[src/rtl/mole_if.sv]
// rtl/mole_if.sv - whack-a-mole sequencer signal bundle
// master drives game inputs and observes results; slave is the sequencer.
interface mole_if;
   logic       start_game;
   logic [2:0] lfsr_output;
   logic [2:0] box_address;
   logic [2:0] target_box;
   logic       hit_pulse;
   logic       miss_pulse;
   logic [5:0] game_timer;
   logic       game_over;

   modport master (
      output start_game, lfsr_output, box_address,
      input  target_box, hit_pulse, miss_pulse, game_timer, game_over
   );

   modport slave (
      input  start_game, lfsr_output, box_address,
      output target_box, hit_pulse, miss_pulse, game_timer, game_over
   );
endinterface

[src/rtl/mole_sequencer.sv]
// rtl/mole_sequencer.sv - whack-a-mole game sequencer
// Picks random boxes, times dwell and gap, scores synchronized box strikes, runs the game clock.
module mole_sequencer #(
   parameter int CLK_HZ       = 50000000,
   parameter int GAME_SECONDS = 60,
   parameter int DWELL_CYCLES = 50000000,
   parameter int GAP_CYCLES   = 12500000
) (
   input logic    CLOCK_50,
   input logic    reset,
   mole_if.slave  bus
);
   typedef enum logic [2:0] {LOBBY, PICK, SHOW, GAP, OVER} state_t;

   localparam logic [5:0]  GAME_INIT = 6'(GAME_SECONDS);
   localparam logic [31:0] PRESC_MAX = 32'(CLK_HZ - 1);
   localparam logic [31:0] DWELL_MAX = 32'(DWELL_CYCLES - 1);
   localparam logic [31:0] GAP_MAX   = 32'(GAP_CYCLES - 1);

   state_t      state;
   logic        start_prev;
   logic [2:0]  box_s1, box_s2, box_prev;
   logic [2:0]  target;
   logic [5:0]  timer;
   logic [31:0] presc, dwell_cnt, gap_cnt;

   logic start_rise, strike, lfsr_ok, dwell_done;

   assign start_rise = bus.start_game & ~start_prev;
   assign strike     = (box_s2 != box_prev) && (box_s2 != 3'd0);
   assign lfsr_ok    = (bus.lfsr_output != 3'd0) && (bus.lfsr_output != 3'd7) &&
                       (bus.lfsr_output != target);
   assign dwell_done = (dwell_cnt == DWELL_MAX);
   assign bus.game_timer = timer;

   always_ff @(posedge CLOCK_50 or posedge reset) begin
      if (reset) begin
         state          <= LOBBY;
         start_prev     <= 1'b1;  // a start held high across reset must not look like an edge
         box_s1         <= 3'd0;
         box_s2         <= 3'd0;
         box_prev       <= 3'd0;
         target         <= 3'd0;
         timer          <= GAME_INIT;
         presc          <= 32'd0;
         dwell_cnt      <= 32'd0;
         gap_cnt        <= 32'd0;
         bus.target_box <= 3'd0;
         bus.hit_pulse  <= 1'b0;
         bus.miss_pulse <= 1'b0;
         bus.game_over  <= 1'b0;
      end else begin
         start_prev     <= bus.start_game;
         box_s1         <= bus.box_address;
         box_s2         <= box_s1;
         box_prev       <= box_s2;
         bus.hit_pulse  <= 1'b0;
         bus.miss_pulse <= 1'b0;

         if (state == LOBBY) begin
            bus.target_box <= 3'd0;
            bus.game_over  <= 1'b0;
            timer          <= GAME_INIT;
            presc          <= 32'd0;
            if (start_rise)
               state <= PICK;
         end else if (state == OVER) begin
            bus.target_box <= 3'd0;
            bus.game_over  <= 1'b1;
            timer          <= 6'd0;
            if (start_rise) begin
               state         <= LOBBY;
               timer         <= GAME_INIT;
               bus.game_over <= 1'b0;
            end
         end else if (timer == 6'd0) begin
            // Running out of time wins over any strike or timeout this cycle.
            state          <= OVER;
            bus.target_box <= 3'd0;
            bus.game_over  <= 1'b1;
         end else begin
            if (presc == PRESC_MAX) begin
               presc <= 32'd0;
               timer <= timer - 6'd1;
            end else begin
               presc <= presc + 32'd1;
            end

            case (state)
               PICK: begin
                  bus.target_box <= 3'd0;
                  if (lfsr_ok) begin
                     target         <= bus.lfsr_output;
                     bus.target_box <= bus.lfsr_output;
                     dwell_cnt      <= 32'd0;
                     state          <= SHOW;
                  end
               end
               SHOW: begin
                  dwell_cnt <= dwell_cnt + 32'd1;
                  if (strike && box_s2 == target) begin
                     bus.hit_pulse  <= 1'b1;
                     bus.target_box <= 3'd0;
                     gap_cnt        <= 32'd0;
                     state          <= GAP;
                  end else if (strike || dwell_done) begin
                     // A wrong strike on the expiry cycle still ends the dwell, with one miss.
                     bus.miss_pulse <= 1'b1;
                     if (dwell_done) begin
                        bus.target_box <= 3'd0;
                        gap_cnt        <= 32'd0;
                        state          <= GAP;
                     end
                  end
               end
               GAP: begin
                  bus.target_box <= 3'd0;
                  if (gap_cnt == GAP_MAX)
                     state <= PICK;
                  else
                     gap_cnt <= gap_cnt + 32'd1;
               end
               default: state <= LOBBY;
            endcase
         end
      end
   end
endmodule
[src/flat_wrapper.sv]
// flat-port wrapper written by rule: the top's interface ports become plain ports
module mole_sequencer_flat 
#(
   parameter int CLK_HZ       = 50000000,
   parameter int GAME_SECONDS = 60,
   parameter int DWELL_CYCLES = 50000000,
   parameter int GAP_CYCLES   = 12500000
)
  (CLOCK_50, reset, bus_start_game, bus_lfsr_output, bus_box_address, bus_target_box, bus_hit_pulse, bus_miss_pulse, bus_game_timer, bus_game_over);
  mole_if bus_i ();
  input logic CLOCK_50;
  input logic reset;
  input wire logic [$bits(bus_i.start_game)-1:0] bus_start_game;
  input wire logic [$bits(bus_i.lfsr_output)-1:0] bus_lfsr_output;
  input wire logic [$bits(bus_i.box_address)-1:0] bus_box_address;
  output wire logic [$bits(bus_i.target_box)-1:0] bus_target_box;
  output wire logic [$bits(bus_i.hit_pulse)-1:0] bus_hit_pulse;
  output wire logic [$bits(bus_i.miss_pulse)-1:0] bus_miss_pulse;
  output wire logic [$bits(bus_i.game_timer)-1:0] bus_game_timer;
  output wire logic [$bits(bus_i.game_over)-1:0] bus_game_over;
  assign bus_i.start_game = bus_start_game;
  assign bus_i.lfsr_output = bus_lfsr_output;
  assign bus_i.box_address = bus_box_address;
  assign bus_target_box = bus_i.target_box;
  assign bus_hit_pulse = bus_i.hit_pulse;
  assign bus_miss_pulse = bus_i.miss_pulse;
  assign bus_game_timer = bus_i.game_timer;
  assign bus_game_over = bus_i.game_over;
  mole_sequencer #(.CLK_HZ(CLK_HZ), .GAME_SECONDS(GAME_SECONDS), .DWELL_CYCLES(DWELL_CYCLES), .GAP_CYCLES(GAP_CYCLES)) u_core (.CLOCK_50(CLOCK_50), .reset(reset), .bus(bus_i));
endmodule
[config.mk]
export PLATFORM = sky130hd
export DESIGN_NAME = mole_sequencer_flat
export DESIGN_NICKNAME = d
export VERILOG_FILES = /design/src/rtl/mole_if.sv /design/src/rtl/mole_sequencer.sv /design/src/flat_wrapper.sv
export SDC_FILE = /design/constraint.sdc
export NUM_CORES = 1
export LEC_CHECK = 0
export BUFFER_PORTS_ARGS = -buffer_cell sky130_fd_sc_hd__buf_2
export CORE_MARGIN = 1
export CORE_UTILIZATION = 54
export CTS_BUF_LIST = sky130_fd_sc_hd__clkbuf_4 sky130_fd_sc_hd__clkbuf_8 sky130_fd_sc_hd__clkbuf_16
export DETAILED_ROUTE_END_ITERATION = 10
export PLACE_DENSITY = 0.74
export REMOVE_ABC_BUFFERS = 1
export SLEW_MARGIN = 15
export SYNTH_ARGS = -nofsm -noshare
export SYNTH_HDL_FRONTEND = slang
export SYNTH_SLANG_ARGS = --single-unit
[constraint.sdc]
create_clock -name CLOCK_50 -period 5.98 [get_ports CLOCK_50]
set_clock_uncertainty 0.1 [all_clocks]
set_input_delay 0.897 -clock CLOCK_50 [delete_from_list [all_inputs] [get_ports CLOCK_50]]
set_output_delay 0.897 -clock CLOCK_50 [all_outputs]
set_load 0.05 [all_outputs]
* After elaboration in Yosys (flattened, before gate mapping)
Cells that the tools add are included.
** Storage, ports and cells
- Bits in registers :: 124
- Input bits :: 9
- Word-level logic and storage cells :: 118
** Cells by class
- Add/sub/neg operators :: 4
- Equality and inequality tests :: 24
- Mux-type cells :: 50
- Bitwise operators :: 5
- Reductions and logical operators :: 21
** Operators by type and width (number)
- 32-bit two-way mux :: 9
- 32-bit one-hot mux with 2 select lines :: 2
- 32-bit by 1-bit adder with 32-bit output, second input constant :: 3
- 32-bit by 26-bit == test with 1-bit output, second input constant :: 2
- 3-bit two-way mux :: 17
- 32-bit by 24-bit == test with 1-bit output, second input constant :: 1
- 6-bit two-way mux :: 5
- 3-bit one-hot mux with 3 select lines :: 2
- 1-bit two-way mux :: 15
- 6-bit by 1-bit inequality test with 1-bit output, second input constant :: 2
- 3-bit nonzero test :: 4
- 2-bit by 1-bit inequality test with 1-bit output, second input constant :: 5
- 5-bit by 1-bit inequality test with 1-bit output, second input constant :: 2
- 5-bit AND reduction :: 2
- 3-bit by 1-bit inequality test with 1-bit output, second input constant :: 3
- 7-bit AND reduction :: 1
- 3-bit by 2-bit == test with 1-bit output, second input constant :: 2
- 6-bit zero test :: 1
- 3-bit inequality test :: 2
- 6-bit AND reduction :: 1
- 6-bit nonzero test :: 1
- 6-bit by 1-bit subtractor with 6-bit output, second input constant :: 1
- 1-bit logical AND :: 4
- 1-bit NOT :: 4
- other kinds (11) :: 13

* Logic depth before layout (Yosys ltp)
- Word-level depth :: 9
- Depth in mapped cells :: 10
- Mapped depth without buffers :: 8

* Least setup slack after synthesis
No wires, ideal clock.
- Path kind :: flip-flop to flip-flop
- Start :: reg u_core.timer[0], in the netlist u_core.bus.game_timer[0]
- End :: reg u_core.dwell_cnt[18]
- Library setup time :: 0.078 ns
- Arrival :: 2.633 ns
- Required time :: 5.802 ns
- Slack :: 3.169 ns
- Cell stages (with the launch flop) :: 9
- Cell sequence :: dfrtp_1 > inv_1 > ha_1 > or4b_2 > o21bai_1 > nor4_4 > nand2_2 > or4_1 > a21oi_1
** On the way
- Cells in the longest elaborated chain, start to end :: 3
** Ends and longest elaborated chain
- start, declared :: line mole_sequencer.sv:24 : logic [5:0] timer;
- start signal, assigned :: line mole_sequencer.sv:84 : timer <= timer - 6'd1;
- 6-bit zero test :: line mole_sequencer.sv:76 : end else if (timer == 6'd0) begin
- 1-bit NOT (no source line)
- 5-bit AND reduction (no source line)
- end signal, assigned :: line mole_sequencer.sv:100 : dwell_cnt <= dwell_cnt + 32'd1;
- end, declared :: line mole_sequencer.sv:25 : logic [31:0] presc, dwell_cnt, gap_cnt;
No other way between the ends.
A chain may end at the register's enable or synchronous reset.

* Final worst setup path
- Start :: reg u_core.timer[0], in the netlist u_core.bus.game_timer[0]
- End :: reg u_core.gap_cnt[20]
** On the way
- Cells in the longest elaborated chain, start to end :: 3
** Ends and longest elaborated chain
- 6-bit zero test :: line mole_sequencer.sv:76
- 1-bit NOT (no source line)
- 7-bit AND reduction (no source line)
- end signal, assigned :: line mole_sequencer.sv:121 : gap_cnt <= gap_cnt + 32'd1;
- end, declared :: line mole_sequencer.sv:25
No other way between the ends.

==> impl_metrics.env <==
export IMPL_status="finished, final reports clean"
export IMPL_tightest_slew_ns=1.13
export IMPL_grt_max_degree=72
export IMPL_setup_viol=0
export IMPL_path_class="register to register"
export IMPL_slew_headroom_pct=24.1
export IMPL_p_int_mw=1.60
export IMPL_worstPathRequired_ns=6.20
export IMPL_area_growth_pct=11.5
export IMPL_seqPwrFrac_pct=43.8
export IMPL_synthSimpleGateAreaFrac_pct=29.1
export IMPL_viasPerCell=6.29
export IMPL_clock_power_share_pct=45.7
export IMPL_portBuffers=20
export IMPL_cp_slowest_cell="nor2_1"
export IMPL_dp_slack_ns=2.92
export IMPL_netlist_area_um2=6880
export IMPL_utilization_pct=62.8
export IMPL_path_cells="inv_1 > ha_1 > a21oi_2 > nand2_1 > nor2_1 > a21boi_0 > o22ai_1"
export IMPL_slowest_delay_ns=1.01
export IMPL_clkSinkCount=124
export IMPL_final_antenna_net_count=0
export IMPL_drc=0
export IMPL_die_area_um2=13200
export IMPL_switching_share_pct=26.7
export IMPL_powerDensity_nw_per_um2=284
export IMPL_design_core_area_um2=12200
export IMPL_post_cts_resize_count=0
export IMPL_grt_usage_pct=26.1
export IMPL_period_minus_slack_ns=3.19
export IMPL_vdd_drop_max_mv=0.227
export IMPL_antenna_found_initial=0
export IMPL_final_cell_mix="119 x dfrtp_1, 81 x nand2_1, 57 x nor2_1, 50 x a21oi_1, 39 x inv_1"
export IMPL_place_inst=930
export IMPL_fin_nets=795
export IMPL_wl_per_cell_um=16.8
export IMPL_hold_path_depth=0
export IMPL_tns_ns=0
export IMPL_min_from="u_core.box_s1[1]"
export IMPL_yosys_register_bits=124
export IMPL_synth_warnings=0
export IMPL_synthXorXnorAreaFrac_pct=4.71
export IMPL_synth_top_family_by_area="simple AND/OR/NAND/NOR gates"
export IMPL_synth_edf_count=0
export IMPL_syn_inst=768
export IMPL_drv_cap=0
export IMPL_path_delay_family="simple AND/OR/NAND/NOR gates"
export IMPL_muxShareOfSynthArea_pct=0.728
export IMPL_post_route_period_util_pct=53.4
export IMPL_final_common_cell="dfrtp_1"
export IMPL_row_count=40
export IMPL_slew_viol_final=0
export IMPL_power_leakage_nw=3.06
export IMPL_syn_area_per_cell_um2=8.95
export IMPL_postCtsSetupRepairBufs=0
export IMPL_ff2ff_path_depth=7
export IMPL_start_util_pct=56.3
export IMPL_synth_distinct_cells=73
export IMPL_finalNonFillerCells=962
export IMPL_crit_arrival_ns=3.41
export IMPL_cp_end_kind="register"
export IMPL_root_buffer="clkbuf_16"
export IMPL_die_h_um=115
export IMPL_yosysSeqAreaShare_pct=45.2
export IMPL_vias=6047
export IMPL_p_switching_mw=0.581
export IMPL_grt_pass1_vias=5695
export IMPL_ys_flop_type="dfrtp_1"
export IMPL_setup_ws_ns=2.79
export IMPL_synth_compound_area_share_pct=15.0
export IMPL_drive_above_1_share_pct=11.2
export IMPL_clk_pin_slew_worst_paths_ns=0.05
export IMPL_cts_buffer_depth=2
export IMPL_overflow=0
export IMPL_gp_congestion=0.841
export IMPL_ys_async_sr_fraction_pct=100
export IMPL_timing_rr_end="u_core.gap_cnt[20]"
export IMPL_hold_viol=0
export IMPL_totalWireLength_um=16100
export IMPL_antenna_cells=0
export IMPL_critical_path_buf_inv_count=1
export IMPL_htree_num_levels=4
export IMPL_io_pins=21
export IMPL_reg2reg_slack_ns=2.79
export IMPL_cts_hold_buffers=0
export IMPL_synth_fa_ha_area_share_pct=0.910
export IMPL_fmax_ghz=0.313
export IMPL_cts_tree="built"
export IMPL_cp_start_kind="register"
export IMPL_numCtsBuffers=17
export IMPL_dpl_hpwl_um=10500
export IMPL_worstPathMaxFanout=15
export IMPL_combPwrFrac_pct=10.4
export IMPL_drtPass1Iterations=7
export IMPL_hp_class="register to register"
export IMPL_rsz0062_at_grt="false"
export IMPL_fin_total_pwr_mw=2.18
export IMPL_die_w_um=115
export IMPL_hold_end="u_core.box_s2[1]"
export IMPL_grt_pass1_wl_um=27100
export IMPL_r2r_start="u_core.bus.game_timer[0]"
export IMPL_clk_latency_ns=0.42
export IMPL_drt_initial_drc_count=556
[kinds of logic (layout without fill, tap and decap cells)]
logic type               count (synthesis)  after routing
AND/OR/NAND/NOR                        362            362
AO/OA/AOI/OAI                          163            163
flip-flops                             124            124
buffers and inverters                   72             98
XOR/XNOR                                37             37
adder cells (fa/ha/maj)                  5              5
multiplexers                             5              5
[cell usage after synthesis (14+ instances only)]
cell	count	area share (%)
nor2_1	57	3.1
nor4_1	26	2.4
nor3_1	23	1.7
and3_1	14	1.3
or4_1	18	2.0
clkbuf_1	19	1.0
nand2_1	81	4.4
inv_1	40	2.2
dfrtp_1	119	43
a21oi_1	51	3.7
o21ai_0	32	2.3
o22ai_1	23	2.1
nand4_1	31	2.8
xor2_1	24	3.1
nand3_1	38	2.8
or3_1	16	1.5
[metal layers]
metal	vias to the layer above	global-route usage, %	share of wire [%]
li1	2867	-	-
met1	2983	32.4	43
met2	165	44.1	51
met3	32	5.75	4.5
met4	0	11.1	1.7
met5	-	0	0
[per-stage QoR]
stage                     hold WS, ns  instance area [µm²]
final                           0.247                 7670
after floorplan                 0.231                 6730
after global routing            0.254                 7670
after detailed placement        0.237                 7090
after global placement          0.232                 7090
after CTS                       0.250                 7670
[power groups by stage]
stage | Clock (mW) | Sequential [mW] | Combinational (mW)
floorplan | 0 | 0.953 | 0.167
global placement | 0 | 0.962 | 0.217
detailed placement | 0 | 0.966 | 0.226
CTS | 1.01 | 0.953 | 0.227
global route | 1.04 | 0.964 | 0.258
finish | 0.997 | 0.955 | 0.227
[area by class of cell]
class                   instances  area [µm²]
clock buffers                  20         454
clock inverters                12         123
fillers                      1037        4540
inverters                      40         153
multi-input cells             572        3470
flip-flops and latches        124        3110
well taps                     168         210
repair buffers                 26         145
[state kept, by name, indices dropped and copies added (netlist names), 6 cells and up]
signal                 flops
u_core.dwell_cnt          32
u_core.presc              32
u_core.gap_cnt            32
u_core.bus.game_timer      6
[how the worst max path moves through the flow]
stage | startpoint | to | slack (ns) | cells past startpoint
global route | u_core.bus.game_timer[0] | u_core.gap_cnt[10] | 2.64 | 7
finish | u_core.bus.game_timer[0] | u_core.gap_cnt[20] | 2.79 | 7
floorplan | reset | u_core.box_prev[0] | 1.69 | 1
detailed placement | bus_lfsr_output[2] | u_core.dwell_cnt[29] | 2.92 | 7
CTS | u_core.bus.game_timer[0] | u_core.gap_cnt[20] | 2.91 | 7
global placement | bus_lfsr_output[2] | u_core.dwell_cnt[13] | 2.96 | 7
(Power assumes the default switching activity.)
